<file path="src/rtl/halut_matmul_ctrl.sv">
// halut_matmul_ctrl
// Sequencer for the HALUT matmul array. It streams one 16-bit configuration
// word stream into the encoder threshold memories and then into the decoder
// LUT memories. It then enables the encoder until rows*DecoderUnits decoder
// results have been counted, and pulses done_o.
//
// Ports
//   clk_i, rst_ni              clock, asynchronous active-low reset
//   start_i/reload_i/n_rows_i  job start (IDLE only), reload select, row count
//   abort_i                    synchronous return to IDLE, counters cleared
//   cfg_valid_i/cfg_ready_o/cfg_data_i   configuration word handshake
//   waddr_enc_o/wdata_enc_o/we_enc_o     per encoder unit threshold write port
//   encoder_o                  encoder enable (RUN)
//   m_addr_dec_o/waddr_dec_o/wdata_dec_o/we_dec_o  per decoder-X LUT write port
//   res_valid_i                valid_o[0] of the matmul top
//   busy_o, done_o             status; done_o is a one-cycle pulse
//   run_cycles_o               RUN-state cycle count
//
// Optional feature macro: HALUT_CTRL_PERF_CNT_EN
//   defined   -> saturating 32-bit RUN cycle counter on run_cycles_o
//   undefined -> run_cycles_o tied to 0
module halut_matmul_ctrl #(
  parameter int K                  = 16,
  parameter int C                  = 32,
  parameter int M                  = 32,
  parameter int DecoderUnits       = 16,
  parameter int EncUnits           = 4,
  parameter int DataTypeWidth      = 16,
  parameter int RowWidth           = 16,
  parameter int DecUnitsX          = M / DecoderUnits,
  parameter int CPerEncUnit        = C / EncUnits,
  parameter int EncWords           = C * K,
  parameter int ThreshMemAddrWidth = $clog2(CPerEncUnit * K),
  parameter int TotalAddrWidth     = $clog2(C * K),
  parameter int DecAddrWidth       = $clog2(DecoderUnits)
) (
  input  logic                          clk_i,
  input  logic                          rst_ni,
  input  logic                          start_i,
  input  logic                          reload_i,
  input  logic [RowWidth-1:0]           n_rows_i,
  input  logic                          abort_i,
  input  logic                          cfg_valid_i,
  output logic                          cfg_ready_o,
  input  logic [15:0]                   cfg_data_i,
  output logic [ThreshMemAddrWidth-1:0] waddr_enc_o [EncUnits],
  output logic [15:0]                   wdata_enc_o [EncUnits],
  output logic                          we_enc_o    [EncUnits],
  output logic                          encoder_o,
  output logic [DecAddrWidth-1:0]       m_addr_dec_o [DecUnitsX],
  output logic [TotalAddrWidth-1:0]     waddr_dec_o  [DecUnitsX],
  output logic [DataTypeWidth-1:0]      wdata_dec_o  [DecUnitsX],
  output logic                          we_dec_o     [DecUnitsX],
  input  logic                          res_valid_i,
  output logic                          busy_o,
  output logic                          done_o,
  output logic [31:0]                   run_cycles_o
);

  localparam logic [2:0] S_IDLE     = 3'd0;
  localparam logic [2:0] S_LOAD_ENC = 3'd1;
  localparam logic [2:0] S_LOAD_DEC = 3'd2;
  localparam logic [2:0] S_RUN      = 3'd3;
  localparam logic [2:0] S_DONE     = 3'd4;

  localparam int EncUnitW = (EncUnits > 1) ? $clog2(EncUnits) : 1;
  localparam int DecXW    = (DecUnitsX > 1) ? $clog2(DecUnitsX) : 1;

  localparam logic [TotalAddrWidth-1:0]     EncCntLast  = TotalAddrWidth'(EncWords - 1);
  localparam logic [ThreshMemAddrWidth-1:0] EncAddrLast = ThreshMemAddrWidth'(CPerEncUnit * K - 1);
  localparam logic [TotalAddrWidth-1:0]     DecAddrLast = TotalAddrWidth'(C * K - 1);
  localparam logic [DecAddrWidth-1:0]       DecMLast    = DecAddrWidth'(DecoderUnits - 1);
  localparam logic [DecXW-1:0]              DecXLast    = DecXW'(DecUnitsX - 1);

  logic [2:0]                    state_r;
  logic [2:0]                    state_next_s;
  logic [RowWidth-1:0]           rows_r;
  logic [TotalAddrWidth-1:0]     enc_cnt_r;
  logic [ThreshMemAddrWidth-1:0] enc_addr_r;
  logic [EncUnitW-1:0]           enc_unit_r;
  logic [TotalAddrWidth-1:0]     dec_addr_r;
  logic [DecAddrWidth-1:0]       dec_m_r;
  logic [DecXW-1:0]              dec_x_r;
  logic [31:0]                   res_cnt_r;
  logic [31:0]                   res_target_s;
  logic                          cfg_ready_s;
  logic                          enc_accept_s;
  logic                          dec_accept_s;
  logic                          enc_last_s;
  logic                          dec_last_s;
  logic                          res_last_s;
  logic                          start_ok_s;

  // Status outputs are pure decodes of the registered state.
  assign cfg_ready_s = (state_r == S_LOAD_ENC) || (state_r == S_LOAD_DEC);
  assign cfg_ready_o = cfg_ready_s;
  assign encoder_o   = (state_r == S_RUN);
  assign busy_o      = (state_r != S_IDLE);
  assign done_o      = (state_r == S_DONE);

  assign start_ok_s   = (state_r == S_IDLE) && start_i;
  assign enc_accept_s = cfg_valid_i && (state_r == S_LOAD_ENC);
  assign dec_accept_s = cfg_valid_i && (state_r == S_LOAD_DEC);
  assign enc_last_s   = (enc_cnt_r == EncCntLast);
  assign dec_last_s   = (dec_addr_r == DecAddrLast) && (dec_m_r == DecMLast) && (dec_x_r == DecXLast);
  // Full 32-bit product so a large row count cannot wrap the target.
  assign res_target_s = 32'(rows_r) * 32'(DecoderUnits);
  assign res_last_s   = res_valid_i && ((res_cnt_r + 32'd1) == res_target_s);

  // Next-state selection; abort overrides everything including a same-cycle start.
  always_comb begin
    state_next_s = state_r;
    if (abort_i) begin
      state_next_s = S_IDLE;
    end else begin
      case (state_r)
        S_IDLE: begin
          if (start_i) begin
            if (reload_i) begin
              state_next_s = S_LOAD_ENC;
            end else if (n_rows_i == '0) begin
              state_next_s = S_DONE;
            end else begin
              state_next_s = S_RUN;
            end
          end else begin
            state_next_s = S_IDLE;
          end
        end
        S_LOAD_ENC: begin
          if (enc_accept_s && enc_last_s) begin
            state_next_s = S_LOAD_DEC;
          end else begin
            state_next_s = S_LOAD_ENC;
          end
        end
        S_LOAD_DEC: begin
          if (dec_accept_s && dec_last_s) begin
            state_next_s = (rows_r == '0) ? S_DONE : S_RUN;
          end else begin
            state_next_s = S_LOAD_DEC;
          end
        end
        S_RUN: begin
          if (res_last_s) begin
            state_next_s = S_DONE;
          end else begin
            state_next_s = S_RUN;
          end
        end
        S_DONE:  state_next_s = S_IDLE;
        default: state_next_s = S_IDLE;
      endcase
    end
  end

  // State register.
  always_ff @(posedge clk_i or negedge rst_ni) begin
    if (!rst_ni) begin
      state_r <= S_IDLE;
    end else begin
      state_r <= state_next_s;
    end
  end

  // Row latch plus word and result counters; unit/address counters walk the
  // memory map directly so no divide is needed.
  always_ff @(posedge clk_i or negedge rst_ni) begin
    if (!rst_ni) begin
      rows_r     <= '0;
      enc_cnt_r  <= '0;
      enc_addr_r <= '0;
      enc_unit_r <= '0;
      dec_addr_r <= '0;
      dec_m_r    <= '0;
      dec_x_r    <= '0;
      res_cnt_r  <= 32'd0;
    end else if (abort_i || start_ok_s) begin
      if (!abort_i) begin
        rows_r <= n_rows_i;
      end
      enc_cnt_r  <= '0;
      enc_addr_r <= '0;
      enc_unit_r <= '0;
      dec_addr_r <= '0;
      dec_m_r    <= '0;
      dec_x_r    <= '0;
      res_cnt_r  <= 32'd0;
    end else begin
      if (enc_accept_s) begin
        enc_cnt_r <= enc_cnt_r + TotalAddrWidth'(1);
        if (enc_addr_r == EncAddrLast) begin
          enc_addr_r <= '0;
          enc_unit_r <= enc_unit_r + EncUnitW'(1);
        end else begin
          enc_addr_r <= enc_addr_r + ThreshMemAddrWidth'(1);
        end
      end
      if (dec_accept_s) begin
        if (dec_addr_r == DecAddrLast) begin
          dec_addr_r <= '0;
          if (dec_m_r == DecMLast) begin
            dec_m_r <= '0;
            dec_x_r <= dec_x_r + DecXW'(1);
          end else begin
            dec_m_r <= dec_m_r + DecAddrWidth'(1);
          end
        end else begin
          dec_addr_r <= dec_addr_r + TotalAddrWidth'(1);
        end
      end
      if ((state_r == S_RUN) && res_valid_i) begin
        res_cnt_r <= res_cnt_r + 32'd1;
      end
    end
  end

  // Registered memory write ports: an accepted word shows up one cycle later
  // on exactly one enable; other units keep their last address/data.
  always_ff @(posedge clk_i or negedge rst_ni) begin
    if (!rst_ni) begin
      for (int u = 0; u < EncUnits; u++) begin
        we_enc_o[u]    <= 1'b0;
        waddr_enc_o[u] <= '0;
        wdata_enc_o[u] <= 16'd0;
      end
      for (int x = 0; x < DecUnitsX; x++) begin
        we_dec_o[x]     <= 1'b0;
        m_addr_dec_o[x] <= '0;
        waddr_dec_o[x]  <= '0;
        wdata_dec_o[x]  <= '0;
      end
    end else begin
      for (int u = 0; u < EncUnits; u++) begin
        we_enc_o[u] <= 1'b0;
      end
      for (int x = 0; x < DecUnitsX; x++) begin
        we_dec_o[x] <= 1'b0;
      end
      if (enc_accept_s) begin
        we_enc_o[enc_unit_r]    <= 1'b1;
        waddr_enc_o[enc_unit_r] <= enc_addr_r;
        wdata_enc_o[enc_unit_r] <= cfg_data_i;
      end
      if (dec_accept_s) begin
        we_dec_o[dec_x_r]     <= 1'b1;
        m_addr_dec_o[dec_x_r] <= dec_m_r;
        waddr_dec_o[dec_x_r]  <= dec_addr_r;
        wdata_dec_o[dec_x_r]  <= cfg_data_i[DataTypeWidth-1:0];
      end
    end
  end

`ifdef HALUT_CTRL_PERF_CNT_EN
  logic [31:0] run_cycles_r;

  // RUN cycle counter: cleared when a job starts, saturates at all-ones,
  // then holds until the next start.
  always_ff @(posedge clk_i or negedge rst_ni) begin
    if (!rst_ni) begin
      run_cycles_r <= 32'd0;
    end else if (abort_i || start_ok_s) begin
      run_cycles_r <= 32'd0;
    end else if ((state_r == S_RUN) && (run_cycles_r != 32'hFFFF_FFFF)) begin
      run_cycles_r <= run_cycles_r + 32'd1;
    end else begin
      run_cycles_r <= run_cycles_r;
    end
  end

  assign run_cycles_o = run_cycles_r;
`else
  assign run_cycles_o = 32'd0;
`endif

endmodule

</file>
<file path="config.mk">
export PLATFORM = sky130hd
export DESIGN_NAME = halut_matmul_ctrl
export DESIGN_NICKNAME = d
export VERILOG_FILES = /design/src/rtl/halut_matmul_ctrl.sv
export SDC_FILE = /design/constraint.sdc
export NUM_CORES = 1
export LEC_CHECK = 0
export CAP_MARGIN = 0
export CORE_MARGIN = 5
export CORE_UTILIZATION = 54
export CTS_BUF_LIST = sky130_fd_sc_hd__clkbuf_8
export CTS_CLUSTER_SIZE = 12
export DETAILED_ROUTE_END_ITERATION = 10
export PLACE_DENSITY = 0.85
export SETUP_SLACK_MARGIN = 0.1
export SLEW_MARGIN = 30
export SYNTH_ARGS = -nofsm -noshare
export SYNTH_HDL_FRONTEND = slang
export SYNTH_SLANG_ARGS = --single-unit
export TNS_END_PERCENT = 1
</file>
<file path="constraint.sdc">
create_clock -name clk_i -period 4.5 [get_ports clk_i]
set_clock_uncertainty 0.1 [all_clocks]
set_input_delay 1.125 -clock clk_i [delete_from_list [all_inputs] [get_ports clk_i]]
set_output_delay 1.125 -clock clk_i [all_outputs]
set_load 0.01 [all_outputs]
</file>
==> report_table.html, run 1 <==
<table>
<tr><th>Metric</th><th>Value</th></tr>
<tr><th colspan="2">Run status</th></tr>
<tr><td>Run status</td><td>complete, no violations</td></tr>
<tr><th colspan="2">Power</th></tr>
<tr><td>Power consumption</td><td>5.50 mW</td></tr>
<tr><td>Static Leakage</td><td>6.32 nW</td></tr>
<tr><td>Switching power summed over all nets</td><td>1.42 mW</td></tr>
<tr><td>Net switching share of the total power</td><td>0.259</td></tr>
<tr><td>Worst IR Drop VDD</td><td>0.216 mV</td></tr>
<tr><td>PD cells</td><td>394 nW/um^2</td></tr>
<tr><td>Portion of total power attributed to combinational logic</td><td>0.174</td></tr>
<tr><td>Sequential cell fraction of total power</td><td>0.457</td></tr>
<tr><td>Internal portion of total power</td><td>4.07 mW</td></tr>
<tr><td>Clock power frac</td><td>0.369</td></tr>
<tr><th colspan="2">Drt</th></tr>
<tr><td>Routed via count</td><td>8039</td></tr>
<tr><td>Amount of wire on met2 after detailed routing</td><td>13.6 mm</td></tr>
<tr><td>Residual antenna-violating net count after detailed routing</td><td>0</td></tr>
<tr><td>Top Layer Used</td><td>met4</td></tr>
<tr><td>Wire length on met3</td><td>1.76 mm</td></tr>
<tr><td>Detailed Routing Iterations Pass 1</td><td>5</td></tr>
<tr><td>Drt first-iter violations</td><td>526</td></tr>
<tr><td>WL per Instance</td><td>19.1 um</td></tr>
<tr><td>Detailed-route wire length</td><td>27.2 mm</td></tr>
<tr><td>Via density per instance</td><td>5.63</td></tr>
<tr><td>Detailed-routing wirelength on met1</td><td>11.2 mm</td></tr>
<tr><td>Remaining routing DRC violations</td><td>0</td></tr>
<tr><th colspan="2">Place</th></tr>
<tr><td>HPWL Detailed</td><td>18.7 mm</td></tr>
<tr><td>Count of buffers inserted at the top-level ports</td><td>198</td></tr>
<tr><td>Weighted congestion reported at the end of routability-driven placement</td><td>0.972</td></tr>
<tr><th colspan="2">Synth</th></tr>
<tr><td>Synth cell types</td><td>56</td></tr>
<tr><td>Number of register bits inferred by synthesis</td><td>239</td></tr>
<tr><td>Synth Cell Area</td><td>10900 um^2</td></tr>
<tr><td>Most used standard cells in the synthesized netlist</td><td>sky130_fd_sc_hd__dfrtp_1, sky130_fd_sc_hd__mux2_2, sky130_fd_sc_hd__nor2_1</td></tr>
<tr><td>Post-synth top flop</td><td>sky130_fd_sc_hd__dfrtp_1</td></tr>
<tr><td>Proportion of register bits with asynchronous set or reset after synthesis</td><td>1.00</td></tr>
<tr><td>Part of the Yosys area used for sequential elements</td><td>0.547</td></tr>
<tr><td>Leading area contributor after synthesis</td><td>sky130_fd_sc_hd__dfrtp_1</td></tr>
<tr><td>Number of warnings reported in the yosys synthesis log</td><td>0</td></tr>
<tr><td>Fraction of synthesized cell area taken by the top area cell type</td><td>0.547</td></tr>
<tr><td>Number of enable flip-flop cells after synthesis</td><td>0</td></tr>
<tr><td>Leading cell types by total area after synthesis</td><td>sky130_fd_sc_hd__dfrtp_1, sky130_fd_sc_hd__mux2_2, sky130_fd_sc_hd__xor2_1, sky130_fd_sc_hd__buf_4, sky130_fd_sc_hd__nor2_1</td></tr>
<tr><td>Post-Synthesis Mean Instance Area</td><td>11.9 um^2</td></tr>
<tr><td>Gate Count Post-Synth</td><td>920</td></tr>
<tr><td>Most common cell in the netlist</td><td>sky130_fd_sc_hd__dfrtp_1</td></tr>
<tr><th colspan="2">Global routing</th></tr>
<tr><td>Wire length of the first global-routing pass</td><td>43.7 mm</td></tr>
<tr><td>Maximum number of pins on one net before global-route repair</td><td>113</td></tr>
<tr><td>Via count of the first global-routing pass</td><td>8038</td></tr>
<tr><td>GRT Residual Overflow</td><td>0</td></tr>
<tr><td>Overall routing resource usage</td><td>0.227</td></tr>
<tr><td>Number of antenna violations at the first check in global routing</td><td>0</td></tr>
<tr><th colspan="2">Setup path</th></tr>
<tr><td>Type of element launching the critical path</td><td>flop</td></tr>
<tr><td>Number of cells traversed by the worst register-to-register path</td><td>8</td></tr>
<tr><td>Largest fanout on the critical path</td><td>7</td></tr>
<tr><td>Cells along the critical path</td><td>and3b_1 -&gt; clkdlybuf4s50_1</td></tr>
<tr><td>Largest incremental delay on the critical path</td><td>0.60 ns</td></tr>
<tr><td>Worst endpoint data arrival time</td><td>1.99 ns</td></tr>
<tr><td>R2R setup slack</td><td>1.40 ns</td></tr>
<tr><td>Endpoint of the worst register-to-register path</td><td>state_r[2]$_DFF_PN0_</td></tr>
<tr><td>Sum of buffers and inverters on the critical path</td><td>1</td></tr>
<tr><td>Critical path type</td><td>reg2out</td></tr>
<tr><td>Family with the most delay on the worst path</td><td>buffers and inverters</td></tr>
<tr><td>WP data required</td><td>3.27 ns</td></tr>
<tr><td>Cell with the largest stage delay on the worst path</td><td>sky130_fd_sc_hd__clkdlybuf4s50_1</td></tr>
<tr><td>Launch instance of the worst register-to-register path</td><td>res_cnt_r[0]$_DFFE_PN0P_</td></tr>
<tr><td>Kind of end point of the critical path</td><td>primary output</td></tr>
<tr><th colspan="2">Hold path</th></tr>
<tr><td>End point of the worst hold path</td><td>waddr_enc_o[26]$_DFFE_PN0P_</td></tr>
<tr><td>Startpoint of the lowest-slack hold path</td><td>waddr_enc_o[26]$_DFFE_PN0P_</td></tr>
<tr><td>Class of the tightest hold or removal check</td><td>reg2reg</td></tr>
<tr><td>Cell depth of the worst hold path</td><td>1</td></tr>
<tr><th colspan="2">Flow run</th></tr>
<tr><td>Reported max-cap violation count</td><td>0</td></tr>
<tr><th colspan="2">Floorplanning</th></tr>
<tr><td>Initial core utilization</td><td>0.544</td></tr>
<tr><td>IO Count</td><td>231</td></tr>
<tr><td>Total Die Area</td><td>23200 um^2</td></tr>
<tr><td>X dimension of the die</td><td>152 um</td></tr>
<tr><td>Vertical extent of the die</td><td>152 um</td></tr>
<tr><td>Core area</td><td>20100 um^2</td></tr>
<tr><td>Std-Cell Rows</td><td>52</td></tr>
<tr><th colspan="2">Cells and area</th></tr>
<tr><td>Fraction of final layout cells with drive strength greater than 1</td><td>0.218</td></tr>
<tr><td>Number of inserted diodes</td><td>0</td></tr>
<tr><td>Nets@finish</td><td>1179</td></tr>
<tr><td>Post-synthesis to final-layout area growth</td><td>27.7%</td></tr>
<tr><td>Final Core Density</td><td>0.695</td></tr>
<tr><th colspan="2">Clocking</th></tr>
<tr><td>Clock Latency Late Sink</td><td>0.53 ns</td></tr>
<tr><td>CTS HTree Levels</td><td>2</td></tr>
<tr><td>Hold buffer count at cts</td><td>0</td></tr>
<tr><td>Maximum buffer depth of the clock tree</td><td>3</td></tr>
<tr><td>Clock tree from TritonCTS</td><td>built</td></tr>
<tr><td>Master cell of the clock root buffer</td><td>sky130_fd_sc_hd__clkbuf_8</td></tr>
<tr><td># Post-CTS Setup Buffers</td><td>0</td></tr>
<tr><td>Clock transition at the register clock pins on the worst setup and hold paths after CTS</td><td>0.06 ns</td></tr>
<tr><td>Clock buffer count from CTS</td><td>40</td></tr>
<tr><td>Post-cts resize count</td><td>0</td></tr>
<tr><td>CTS Sinks</td><td>239</td></tr>
<tr><th colspan="2">STA</th></tr>
<tr><td>Transition time at the pin with the least slew margin</td><td>0.828 ns</td></tr>
<tr><td>RSZ-0062 raised after global routing</td><td>false</td></tr>
<tr><td>Final Hold Violating Endpoints</td><td>0</td></tr>
<tr><td>Worst relative slew slack</td><td>0.448</td></tr>
<tr><td>Final Cycle Share</td><td>0.715</td></tr>
<tr><td>Max frequency</td><td>311 MHz</td></tr>
<tr><td>Final setup violating endpoints</td><td>0</td></tr>
<tr><td>Min Clock Period, post-route</td><td>3.22 ns</td></tr>
<tr><td>Total negative slack for setup checks</td><td>0 ns</td></tr>
<tr><td>Number of slew-limit violations in the final report</td><td>0</td></tr>
</table>
flip-flops by register name (all words and copies together), names as in the netlist:
| signal | flops |
|---|---|
| dec_addr_r | 9 |
| dec_m_r | 4 |
| dec_x_r | 1 |
| enc_addr_r | 7 |
| enc_cnt_r | 9 |
| enc_unit_r | 2 |
| m_addr_dec_o | 8 |
| res_cnt_r | 32 |
| rows_r | 16 |
| state_r | 3 |
| waddr_dec_o | 18 |
| waddr_enc_o | 28 |
| wdata_dec_o | 32 |
| wdata_enc_o | 64 |
| we_dec_o | 2 |
| we_enc_o | 4 |
routing by layer:
| metal | up-vias | track usage |
|---|---|---|
| met5 | - | 0 |
| met4 | 0 | 0.0642 |
| met3 | 50 | 0.0480 |
| met2 | 326 | 0.394 |
| met1 | 4020 | 0.290 |
| li1 | 3643 | - |
kinds of logic (layout without fill, tap and decap cells):
family / after synthesis / in the layout / synth area share
compound gates: 99 / 99 / 0.0536
xor+xnor: 56 / 56 / 0.0449
mux: 166 / 166 / 0.171
other cells: 1 / 32 / 0.000343
simple gates: 264 / 264 / 0.130
flops: 239 / 239 / 0.547
fa+ha+maj: 11 / 11 / 0.0126
buf+inv: 84 / 291 / 0.0403
power by group through the flow:
stage	clock, mW	sequential, mW	combinational, mW
final	2.03	2.51	0.956
after global routing	2.18	2.54	1.02
after CTS	2.07	2.51	0.963
after detailed placement	0	2.55	0.956
after global placement	0	2.54	0.934
after floorplan	0	2.60	0.364
area by class of cell:
cell class / instances / area (um^2)
fillers: 1378 / 6140
flip-flops and latches: 239 / 5980
clock inverters: 15 / 103
clock buffers: 56 / 771
inverters: 10 / 37.5
well taps: 270 / 338
multi-input cells: 628 / 4630
repair buffers: 210 / 2100
placed cells by master, fill, tap and decap left out, types with 31 or more instances in the layout:
master and instances:
sky130_fd_sc_hd__nand2_1 51, sky130_fd_sc_hd__o21ai_0 31, sky130_fd_sc_hd__a21oi_1 38, sky130_fd_sc_hd__clkbuf_8 56
sky130_fd_sc_hd__mux2_2 165, sky130_fd_sc_hd__conb_1 32, sky130_fd_sc_hd__nor2_1 62, sky130_fd_sc_hd__clkdlybuf4s50_1 197
sky130_fd_sc_hd__dfrtp_1 239, sky130_fd_sc_hd__xor2_1 33
metrics by stage:
step / worst slack [ns] / hold slack (ns) / instance area, um^2 / instances
after detailed placement: 1.19 / 0.392 / 13100 / 1357
after CTS: 1.27 / 0.403 / 14000 / 1428
after global placement: 1.21 / 0.386 / 13100 / 1357
after global routing: 1.21 / 0.419 / 14000 / 1428
after floorplan: 1.85 / 0.404 / 11000 / 951
final: 1.28 / 0.399 / 14000 / 1428
worst register-to-register path, stage by stage (launching register included):
cell                      delay (ns)
sky130_fd_sc_hd__dfrtp_1        0.43
sky130_fd_sc_hd__ha_1           0.35
sky130_fd_sc_hd__nand4_4        0.22
sky130_fd_sc_hd__or4_4          0.65
sky130_fd_sc_hd__nor3_4         0.28
sky130_fd_sc_hd__o21ai_1        0.11
sky130_fd_sc_hd__a211o_1        0.34
sky130_fd_sc_hd__nor4_4         0.38
sky130_fd_sc_hd__a22o_1         0.19
how the worst max path moves through the flow:
| stage | from | end | slack, ns | cells past startpoint |
|---|---|---|---|---|
| finish | state_r[2]$_DFF_PN0_ | encoder_o | 1.28 | 2 |
| global route | state_r[1]$_DFF_PN0_ | encoder_o | 1.21 | 2 |
| CTS | state_r[2]$_DFF_PN0_ | encoder_o | 1.27 | 2 |
| detailed placement | cfg_valid_i | state_r[0]$_DFF_PN0_ | 1.19 | 8 |
| global placement | cfg_valid_i | state_r[0]$_DFF_PN0_ | 1.21 | 8 |
| floorplan | res_cnt_r[0]$_DFFE_PN0P_ | state_r[0]$_DFF_PN0_ | 1.85 | 8 |
Note: power is estimated with default switching activity, not from simulation.
==> run 2, diff against run 1 <==
--- a/config.mk
+++ b/config.mk
@@ -7,11 +7,11 @@
 export LEC_CHECK = 0
 export CAP_MARGIN = 0
 export CORE_MARGIN = 5
-export CORE_UTILIZATION = 54
+export CORE_UTILIZATION = 53
 export CTS_BUF_LIST = sky130_fd_sc_hd__clkbuf_8
 export CTS_CLUSTER_SIZE = 12
 export DETAILED_ROUTE_END_ITERATION = 10
-export PLACE_DENSITY = 0.85
+export PLACE_DENSITY = 0.84
 export SETUP_SLACK_MARGIN = 0.1
 export SLEW_MARGIN = 30
 export SYNTH_ARGS = -nofsm -noshare
==> constraint.sdc (replaced) <==
create_clock -name clk_i -period 3.2 [get_ports clk_i]
set_clock_uncertainty 0.1 [all_clocks]
set_input_delay 0.8 -clock clk_i [delete_from_list [all_inputs] [get_ports clk_i]]
set_output_delay 0.8 -clock clk_i [all_outputs]
set_load 0.01 [all_outputs]
==> report_table.html, run 2 (synthesis gave the netlist of run 1 again) <==
<table>
<tr><th>Metric</th><th>Value</th></tr>
<tr><th colspan="2">Run status</th></tr>
<tr><td>Run status</td><td>complete, no violations</td></tr>
<tr><th colspan="2">Global routing</th></tr>
<tr><td>Number of antenna violations at the first check in global routing</td><td>0</td></tr>
<tr><td>Wire length of the first global-routing pass</td><td>43.0 mm</td></tr>
<tr><td>Via count of the first global-routing pass</td><td>8019</td></tr>
<tr><td>Overall routing resource usage</td><td>0.222</td></tr>
<tr><td>GRT Residual Overflow</td><td>0</td></tr>
<tr><td>Maximum number of pins on one net before global-route repair</td><td>71</td></tr>
<tr><th colspan="2">Power</th></tr>
<tr><td>Static Leakage</td><td>6.34 nW</td></tr>
<tr><td>Worst IR Drop VDD</td><td>0.281 mV</td></tr>
<tr><td>PD cells</td><td>535 nW/um^2</td></tr>
<tr><th colspan="2">Clocking</th></tr>
<tr><td># Post-CTS Setup Buffers</td><td>0</td></tr>
<tr><td>Clock buffer count from CTS</td><td>39</td></tr>
<tr><td>Hold buffer count at cts</td><td>0</td></tr>
<tr><td>Clock tree from TritonCTS</td><td>built</td></tr>
<tr><td>Post-cts resize count</td><td>0</td></tr>
<tr><td>Clock Latency Late Sink</td><td>0.54 ns</td></tr>
<tr><td>Maximum buffer depth of the clock tree</td><td>3</td></tr>
<tr><td>CTS Sinks</td><td>239</td></tr>
<tr><td>Clock transition at the register clock pins on the worst setup and hold paths after CTS</td><td>0.06 ns</td></tr>
<tr><td>Master cell of the clock root buffer</td><td>sky130_fd_sc_hd__clkbuf_8</td></tr>
<tr><td>CTS HTree Levels</td><td>2</td></tr>
<tr><th colspan="2">Floorplanning</th></tr>
<tr><td>Total Die Area</td><td>23600 um^2</td></tr>
<tr><td>X dimension of the die</td><td>154 um</td></tr>
<tr><td>Initial core utilization</td><td>0.539</td></tr>
<tr><td>IO Count</td><td>231</td></tr>
<tr><td>Core area</td><td>20300 um^2</td></tr>
<tr><td>Vertical extent of the die</td><td>154 um</td></tr>
<tr><td>Std-Cell Rows</td><td>52</td></tr>
<tr><th colspan="2">Drt</th></tr>
<tr><td>Detailed-route wire length</td><td>26.5 mm</td></tr>
<tr><td>Drt first-iter violations</td><td>391</td></tr>
<tr><td>Routed via count</td><td>7911</td></tr>
<tr><td>Remaining routing DRC violations</td><td>0</td></tr>
<tr><td>Residual antenna-violating net count after detailed routing</td><td>0</td></tr>
<tr><td>Detailed Routing Iterations Pass 1</td><td>4</td></tr>
<tr><td>Via density per instance</td><td>5.51</td></tr>
<tr><td>WL per Instance</td><td>18.5 um</td></tr>
<tr><th colspan="2">Cells and area</th></tr>
<tr><td>Registers with the highest flip-flop counts</td><td>wdata_enc_o (64), res_cnt_r (32), wdata_dec_o (32)</td></tr>
<tr><td>Number of inserted diodes</td><td>0</td></tr>
<tr><td>Commonest non-fill, non-tap cell in the layout</td><td>sky130_fd_sc_hd__dfrtp_1</td></tr>
<tr><td>Summed area of non-filler cells in the final layout</td><td>13900 um^2</td></tr>
<tr><td>Top library cells by usage in the layout, fill and taps aside</td><td>sky130_fd_sc_hd__dfrtp_1, sky130_fd_sc_hd__clkdlybuf4s50_1, sky130_fd_sc_hd__mux2_2, sky130_fd_sc_hd__nor2_1, sky130_fd_sc_hd__nand2_1</td></tr>
<tr><td>Fraction of final layout cells with drive strength greater than 1</td><td>0.218</td></tr>
<tr><td>Post-synthesis to final-layout area growth</td><td>27.6%</td></tr>
<tr><td>Nets@finish</td><td>1189</td></tr>
<tr><td>Fillers</td><td>1477</td></tr>
<tr><td>Largest register FFs</td><td>64</td></tr>
<tr><td>Top reg by flops</td><td>wdata_enc_o</td></tr>
<tr><th colspan="2">STA</th></tr>
<tr><td>Number of slew-limit violations in the final report</td><td>0</td></tr>
<tr><td>RSZ-0062 raised after global routing</td><td>false</td></tr>
<tr><td>Final Hold Violating Endpoints</td><td>0</td></tr>
<tr><td>Final Cycle Share</td><td>0.891</td></tr>
<tr><td>Max frequency</td><td>351 MHz</td></tr>
<tr><td>Min Clock Period, post-route</td><td>2.85 ns</td></tr>
<tr><td>Worst relative slew slack</td><td>0.649</td></tr>
<tr><td>Transition time at the pin with the least slew margin</td><td>0.522 ns</td></tr>
<tr><td>Final setup violating endpoints</td><td>0</td></tr>
<tr><td>Total negative slack for setup checks</td><td>0 ns</td></tr>
<tr><th colspan="2">Setup path</th></tr>
<tr><td>Kind of end point of the critical path</td><td>flop</td></tr>
<tr><td>WP data required</td><td>3.50 ns</td></tr>
<tr><td>Launching element of the worst setup path</td><td>res_cnt_r[0]$_DFFE_PN0P_</td></tr>
<tr><td>Worst endpoint data arrival time</td><td>3.16 ns</td></tr>
<tr><td>Launch instance of the worst register-to-register path</td><td>res_cnt_r[0]$_DFFE_PN0P_</td></tr>
<tr><td>Number of cells traversed by the worst register-to-register path</td><td>8</td></tr>
<tr><td>R2R setup slack</td><td>0.35 ns</td></tr>
<tr><td>Endpoint of the worst register-to-register path</td><td>state_r[0]$_DFF_PN0_</td></tr>
<tr><td>Critical path type</td><td>reg2reg</td></tr>
<tr><td>Worst setup path endpoint</td><td>state_r[0]$_DFF_PN0_</td></tr>
<tr><td>Largest fanout on the critical path</td><td>8</td></tr>
<tr><td>Type of element launching the critical path</td><td>flop</td></tr>
<tr><th colspan="2">Place</th></tr>
<tr><td>Count of buffers inserted at the top-level ports</td><td>198</td></tr>
<tr><td>Weighted congestion reported at the end of routability-driven placement</td><td>0.937</td></tr>
<tr><td>HPWL Detailed</td><td>19.2 mm</td></tr>
<tr><td>Cell area reported after detailed placement</td><td>13200 um^2</td></tr>
<tr><th colspan="2">Flow run</th></tr>
<tr><td>Reported max-cap violation count</td><td>0</td></tr>
<tr><th colspan="2">Hold path</th></tr>
<tr><td>Class of the tightest hold or removal check</td><td>in2async</td></tr>
</table>
-- run 2: changes by cell type in the layout (fill, tap and decap cells not counted), sizes merged --
cell / delta
clkbuf: -9
inv: +4
clkinv: +1
buf: +11
-- run 2: report_power, final --
group	leakage [nW]	switching [mW]	internal, mW	total [mW]
Combinational	2.67	0.591	0.768	1.36
Clock	0.442	1.17	1.41	2.58
Sequential	3.23	0.209	3.32	3.53
-- run 2: cell type report --
class	count	area [um^2]	share of cell area
clock buffers	47	647	0.0464
clock inverters	20	115	0.00825
inverters	10	37.5	0.00269
multi-input cells	628	4630	0.332
flip-flops and latches	239	5980	0.429
well taps	270	338	0.0242
repair buffers	221	2200	0.158
-- run 2: how the worst min path moves through the flow --
stage	from	cells after the start	slack, ns	endpoint
after global routing	rst_ni	1	0.16	waddr_dec_o[5]$_DFFE_PN0P_
after floorplan	rst_ni	0	0.40	dec_addr_r[0]$_DFFE_PN0P_
after detailed placement	waddr_enc_o[26]$_DFFE_PN0P_	1	0.39	waddr_enc_o[26]$_DFFE_PN0P_
after global placement	wdata_dec_o[9]$_DFFE_PN0P_	1	0.39	wdata_dec_o[9]$_DFFE_PN0P_
final	rst_ni	1	0.14	dec_x_r$_DFFE_PN0P_
after CTS	rst_ni	1	0.12	dec_x_r$_DFFE_PN0P_
-- run 2: worst max-delay path: stages (launching register included) --
cell and delay (ns):
sky130_fd_sc_hd__dfrtp_1 0.41, sky130_fd_sc_hd__ha_1 0.32, sky130_fd_sc_hd__nand4_4 0.20, sky130_fd_sc_hd__or4_4 0.62
sky130_fd_sc_hd__nor3_4 0.23, sky130_fd_sc_hd__o21ai_1 0.09, sky130_fd_sc_hd__a211o_1 0.33, sky130_fd_sc_hd__nor4_4 0.30
sky130_fd_sc_hd__a21oi_1 0.11
-- run 2: stage by stage --
step / instances / power, mW / hold slack (ns) / setup slack, ns / util
2_1_floorplan: 951 / 4.16 / 0.404 / 0.555 / -
3_3_place_gp: 1368 / 4.90 / 0.386 / 0.371 / 0.650
3_5_place_dp: 1368 / 4.95 / 0.392 / 0.345 / 0.650
4_1_cts: 1435 / 7.56 / 0.123 / 0.343 / 0.687
5_1_grt: 1435 / 7.81 / 0.159 / 0.203 / 0.687
6_report: 1435 / 7.47 / 0.136 / 0.349 / 0.687
-- run 2: metal layers --
metal | global-route usage | vias up | wire length, um
met3 | 0.0450 | 58 | 1720
li1 | - | 3676 | -
met5 | 0 | - | 0
met1 | 0.276 | 3940 | 10500
met4 | 0.0765 | 0 | 680
met2 | 0.389 | 237 | 13600
==> run 3, diff against run 2 <==
--- a/config.mk
+++ b/config.mk
@@ -11,6 +11,7 @@
 export CTS_BUF_LIST = sky130_fd_sc_hd__clkbuf_8
 export CTS_CLUSTER_SIZE = 12
 export DETAILED_ROUTE_END_ITERATION = 10
+export GPL_ROUTABILITY_DRIVEN = 0
 export PLACE_DENSITY = 0.84
 export SETUP_SLACK_MARGIN = 0.1
 export SLEW_MARGIN = 30
==> report_table.html, run 3 (synthesis gave the netlist of run 1 again) <==
<table>
<tr><th>Metric</th><th>Value</th></tr>
<tr><th colspan="2">Cells and area</th></tr>
<tr><td>Area used by sequential logic in the layout</td><td>5980 um^2</td></tr>
<tr><td>Fraction of final layout cells with drive strength greater than 1</td><td>0.213</td></tr>
<tr><td>Fillers</td><td>1456</td></tr>
<tr><td>Top library cells by usage in the layout, fill and taps aside</td><td>sky130_fd_sc_hd__dfrtp_1, sky130_fd_sc_hd__clkdlybuf4s50_1, sky130_fd_sc_hd__mux2_2, sky130_fd_sc_hd__nor2_1, sky130_fd_sc_hd__nand2_1</td></tr>
<tr><td>Largest register FFs</td><td>64</td></tr>
<tr><td>Number of inserted diodes</td><td>0</td></tr>
<tr><td>Nets@finish</td><td>1186</td></tr>
<tr><td>Multi-input gate area in the final layout</td><td>4630 um^2</td></tr>
<tr><td>Registers with the highest flip-flop counts</td><td>wdata_enc_o (64), res_cnt_r (32), wdata_dec_o (32)</td></tr>
<tr><td>Summed area of non-filler cells in the final layout</td><td>13900 um^2</td></tr>
<tr><td>Final Core Density</td><td>0.684</td></tr>
<tr><td>Top reg by flops</td><td>wdata_enc_o</td></tr>
<tr><td>Post-synthesis to final-layout area growth</td><td>27.0%</td></tr>
<tr><td>Commonest non-fill, non-tap cell in the layout</td><td>sky130_fd_sc_hd__dfrtp_1</td></tr>
<tr><th colspan="2">Power</th></tr>
<tr><td>Switching power summed over all nets</td><td>1.95 mW</td></tr>
<tr><td>Clock power frac</td><td>0.335</td></tr>
<tr><td>Sequential cell fraction of total power</td><td>0.480</td></tr>
<tr><td>Static Leakage</td><td>6.30 nW</td></tr>
<tr><td>Worst IR Drop VDD</td><td>0.322 mV</td></tr>
<tr><td>Internal portion of total power</td><td>5.40 mW</td></tr>
<tr><td>PD cells</td><td>530 nW/um^2</td></tr>
<tr><td>Portion of total power attributed to combinational logic</td><td>0.185</td></tr>
<tr><td>Net switching share of the total power</td><td>0.266</td></tr>
<tr><th colspan="2">Setup path</th></tr>
<tr><td>Worst endpoint data arrival time</td><td>3.22 ns</td></tr>
<tr><td>Critical path type</td><td>reg2reg</td></tr>
<tr><td>Largest fanout on the critical path</td><td>8</td></tr>
<tr><td>Cell with the largest stage delay on the worst path</td><td>sky130_fd_sc_hd__or4_4</td></tr>
<tr><td>Largest incremental delay on the critical path</td><td>0.63 ns</td></tr>
<tr><td>Kind of end point of the critical path</td><td>flop</td></tr>
<tr><td>Launch instance of the worst register-to-register path</td><td>res_cnt_r[0]$_DFFE_PN0P_</td></tr>
<tr><td>Launching element of the worst setup path</td><td>res_cnt_r[0]$_DFFE_PN0P_</td></tr>
<tr><td>WP data required</td><td>3.51 ns</td></tr>
<tr><td>Type of element launching the critical path</td><td>flop</td></tr>
<tr><td>Cells along the critical path</td><td>ha_1 -&gt; nand4_4 -&gt; or4_4 -&gt; nor3_4 -&gt; o21ai_1 -&gt; a211o_1 -&gt; nor4_4 -&gt; a21oi_1</td></tr>
<tr><th colspan="2">Global routing</th></tr>
<tr><td>Overall routing resource usage</td><td>0.218</td></tr>
<tr><td>Number of antenna violations at the first check in global routing</td><td>0</td></tr>
<tr><td>Wire length of the first global-routing pass</td><td>42.4 mm</td></tr>
<tr><td>Maximum number of pins on one net before global-route repair</td><td>68</td></tr>
<tr><td>GRT Residual Overflow</td><td>0</td></tr>
<tr><td>Via count of the first global-routing pass</td><td>7956</td></tr>
<tr><th colspan="2">STA</th></tr>
<tr><td>Final Cycle Share</td><td>0.909</td></tr>
<tr><td>Number of slew-limit violations in the final report</td><td>0</td></tr>
<tr><td>Final setup violating endpoints</td><td>0</td></tr>
<tr><td>Worst relative slew slack</td><td>0.641</td></tr>
<tr><td>Final Hold Violating Endpoints</td><td>0</td></tr>
<tr><td>Max frequency</td><td>344 MHz</td></tr>
<tr><td>Final setup slack of the worst path</td><td>0.290 ns</td></tr>
<tr><td>Total negative slack for setup checks</td><td>0 ns</td></tr>
<tr><td>RSZ-0062 raised after global routing</td><td>false</td></tr>
<tr><td>Transition time at the pin with the least slew margin</td><td>0.534 ns</td></tr>
<tr><td>Min Clock Period, post-route</td><td>2.91 ns</td></tr>
<tr><th colspan="2">Clocking</th></tr>
<tr><td>Clock buffer count from CTS</td><td>39</td></tr>
<tr><td>CTS HTree Levels</td><td>2</td></tr>
<tr><td>Hold buffer count at cts</td><td>0</td></tr>
<tr><td>Post-cts resize count</td><td>0</td></tr>
<tr><td>Clock Latency Late Sink</td><td>0.54 ns</td></tr>
<tr><td>Maximum buffer depth of the clock tree</td><td>3</td></tr>
<tr><td># Post-CTS Setup Buffers</td><td>0</td></tr>
<tr><td>Clock tree from TritonCTS</td><td>built</td></tr>
<tr><td>CTS Sinks</td><td>239</td></tr>
<tr><td>Master cell of the clock root buffer</td><td>sky130_fd_sc_hd__clkbuf_8</td></tr>
<tr><td>Clock transition at the register clock pins on the worst setup and hold paths after CTS</td><td>0.06 ns</td></tr>
<tr><th colspan="2">Drt</th></tr>
<tr><td>Drt first-iter violations</td><td>411</td></tr>
<tr><td>Detailed Routing Iterations Pass 1</td><td>5</td></tr>
<tr><td>WL per Instance</td><td>18.5 um</td></tr>
<tr><td>Routed via count</td><td>8016</td></tr>
<tr><td>Residual antenna-violating net count after detailed routing</td><td>0</td></tr>
<tr><td>Detailed-route wire length</td><td>26.4 mm</td></tr>
<tr><td>Remaining routing DRC violations</td><td>0</td></tr>
<tr><td>Via density per instance</td><td>5.62</td></tr>
<tr><th colspan="2">Flow run</th></tr>
<tr><td>Reported max-cap violation count</td><td>0</td></tr>
<tr><th colspan="2">Floorplanning</th></tr>
<tr><td>Initial core utilization</td><td>0.539</td></tr>
<tr><td>Std-Cell Rows</td><td>52</td></tr>
<tr><td>IO Count</td><td>231</td></tr>
<tr><td>Core area</td><td>20300 um^2</td></tr>
<tr><td>X dimension of the die</td><td>154 um</td></tr>
<tr><td>Total Die Area</td><td>23600 um^2</td></tr>
<tr><td>Vertical extent of the die</td><td>154 um</td></tr>
<tr><th colspan="2">Place</th></tr>
<tr><td>Cell area reported after detailed placement</td><td>13200 um^2</td></tr>
<tr><td>Pre-CTS WS</td><td>0.277 ns</td></tr>
<tr><td>Count of buffers inserted at the top-level ports</td><td>198</td></tr>
<tr><td>HPWL Detailed</td><td>18.8 mm</td></tr>
<tr><th colspan="2">Hold path</th></tr>
<tr><td>Class of the tightest hold or removal check</td><td>in2async</td></tr>
<tr><th colspan="2">Run status</th></tr>
<tr><td>Run status</td><td>complete, no violations</td></tr>
</table>
## run 3: worst paths after layout
check	endpoint	cells after the start	slack, ns
setup reg to reg	state_r[1]$_DFF_PN0_	8	0.29
max in group asynchronous	waddr_enc_o[27]$_DFFE_PN0P_	2	2.07
setup / recovery	state_r[1]$_DFF_PN0_	8	0.29
min in group clk_i	wdata_enc_o[58]$_DFFE_PN0P_	1	0.40
hold / removal	wdata_enc_o[42]$_DFFE_PN0P_	1	0.12
hold reg to reg	wdata_enc_o[58]$_DFFE_PN0P_	1	0.40
## run 3: through the flow
stage	cells	hold WS (ns)	total power, mW
2_1_floorplan	951	0.404	4.16
3_3_place_gp	1365	0.386	4.89
3_5_place_dp	1365	0.391	4.95
4_1_cts	1427	0.101	7.44
5_1_grt	1427	0.123	7.68
6_report	1427	0.118	7.35
## run 3: routing by layer
layer,track usage,vias up,part of all wire
li1,-,3660,-
met1,0.269,4014,0.40
met2,0.386,285,0.51
met3,0.0436,57,0.064
met4,0.0681,0,0.025
met5,0,-,0
## run 3: critical path: cells and delay by family, from the launching register on
family	cells	cell delay, ns
adders and majority gates	1	0.33
DFF	1	0.41
AOI/OAI and AO/OA	3	0.54
and+or+nand+nor	4	1.42
## run 3: final cells by class
class                   count  share of cell area
well taps                 270              0.0243
multi-input cells         628               0.334
repair buffers            218               0.157
inverters                  10             0.00270
clock buffers              43              0.0426
clock inverters            19             0.00893
flip-flops and latches    239               0.431
## run 3: power groups by stage
stage / registers (mW) / clock network (mW) / logic (mW)
global route: 3.57 / 2.66 / 1.45
detailed placement: 3.59 / 0 / 1.37
global placement: 3.56 / 0 / 1.33
finish: 3.53 / 2.46 / 1.36
floorplan: 3.65 / 0 / 0.512
CTS: 3.53 / 2.53 / 1.37
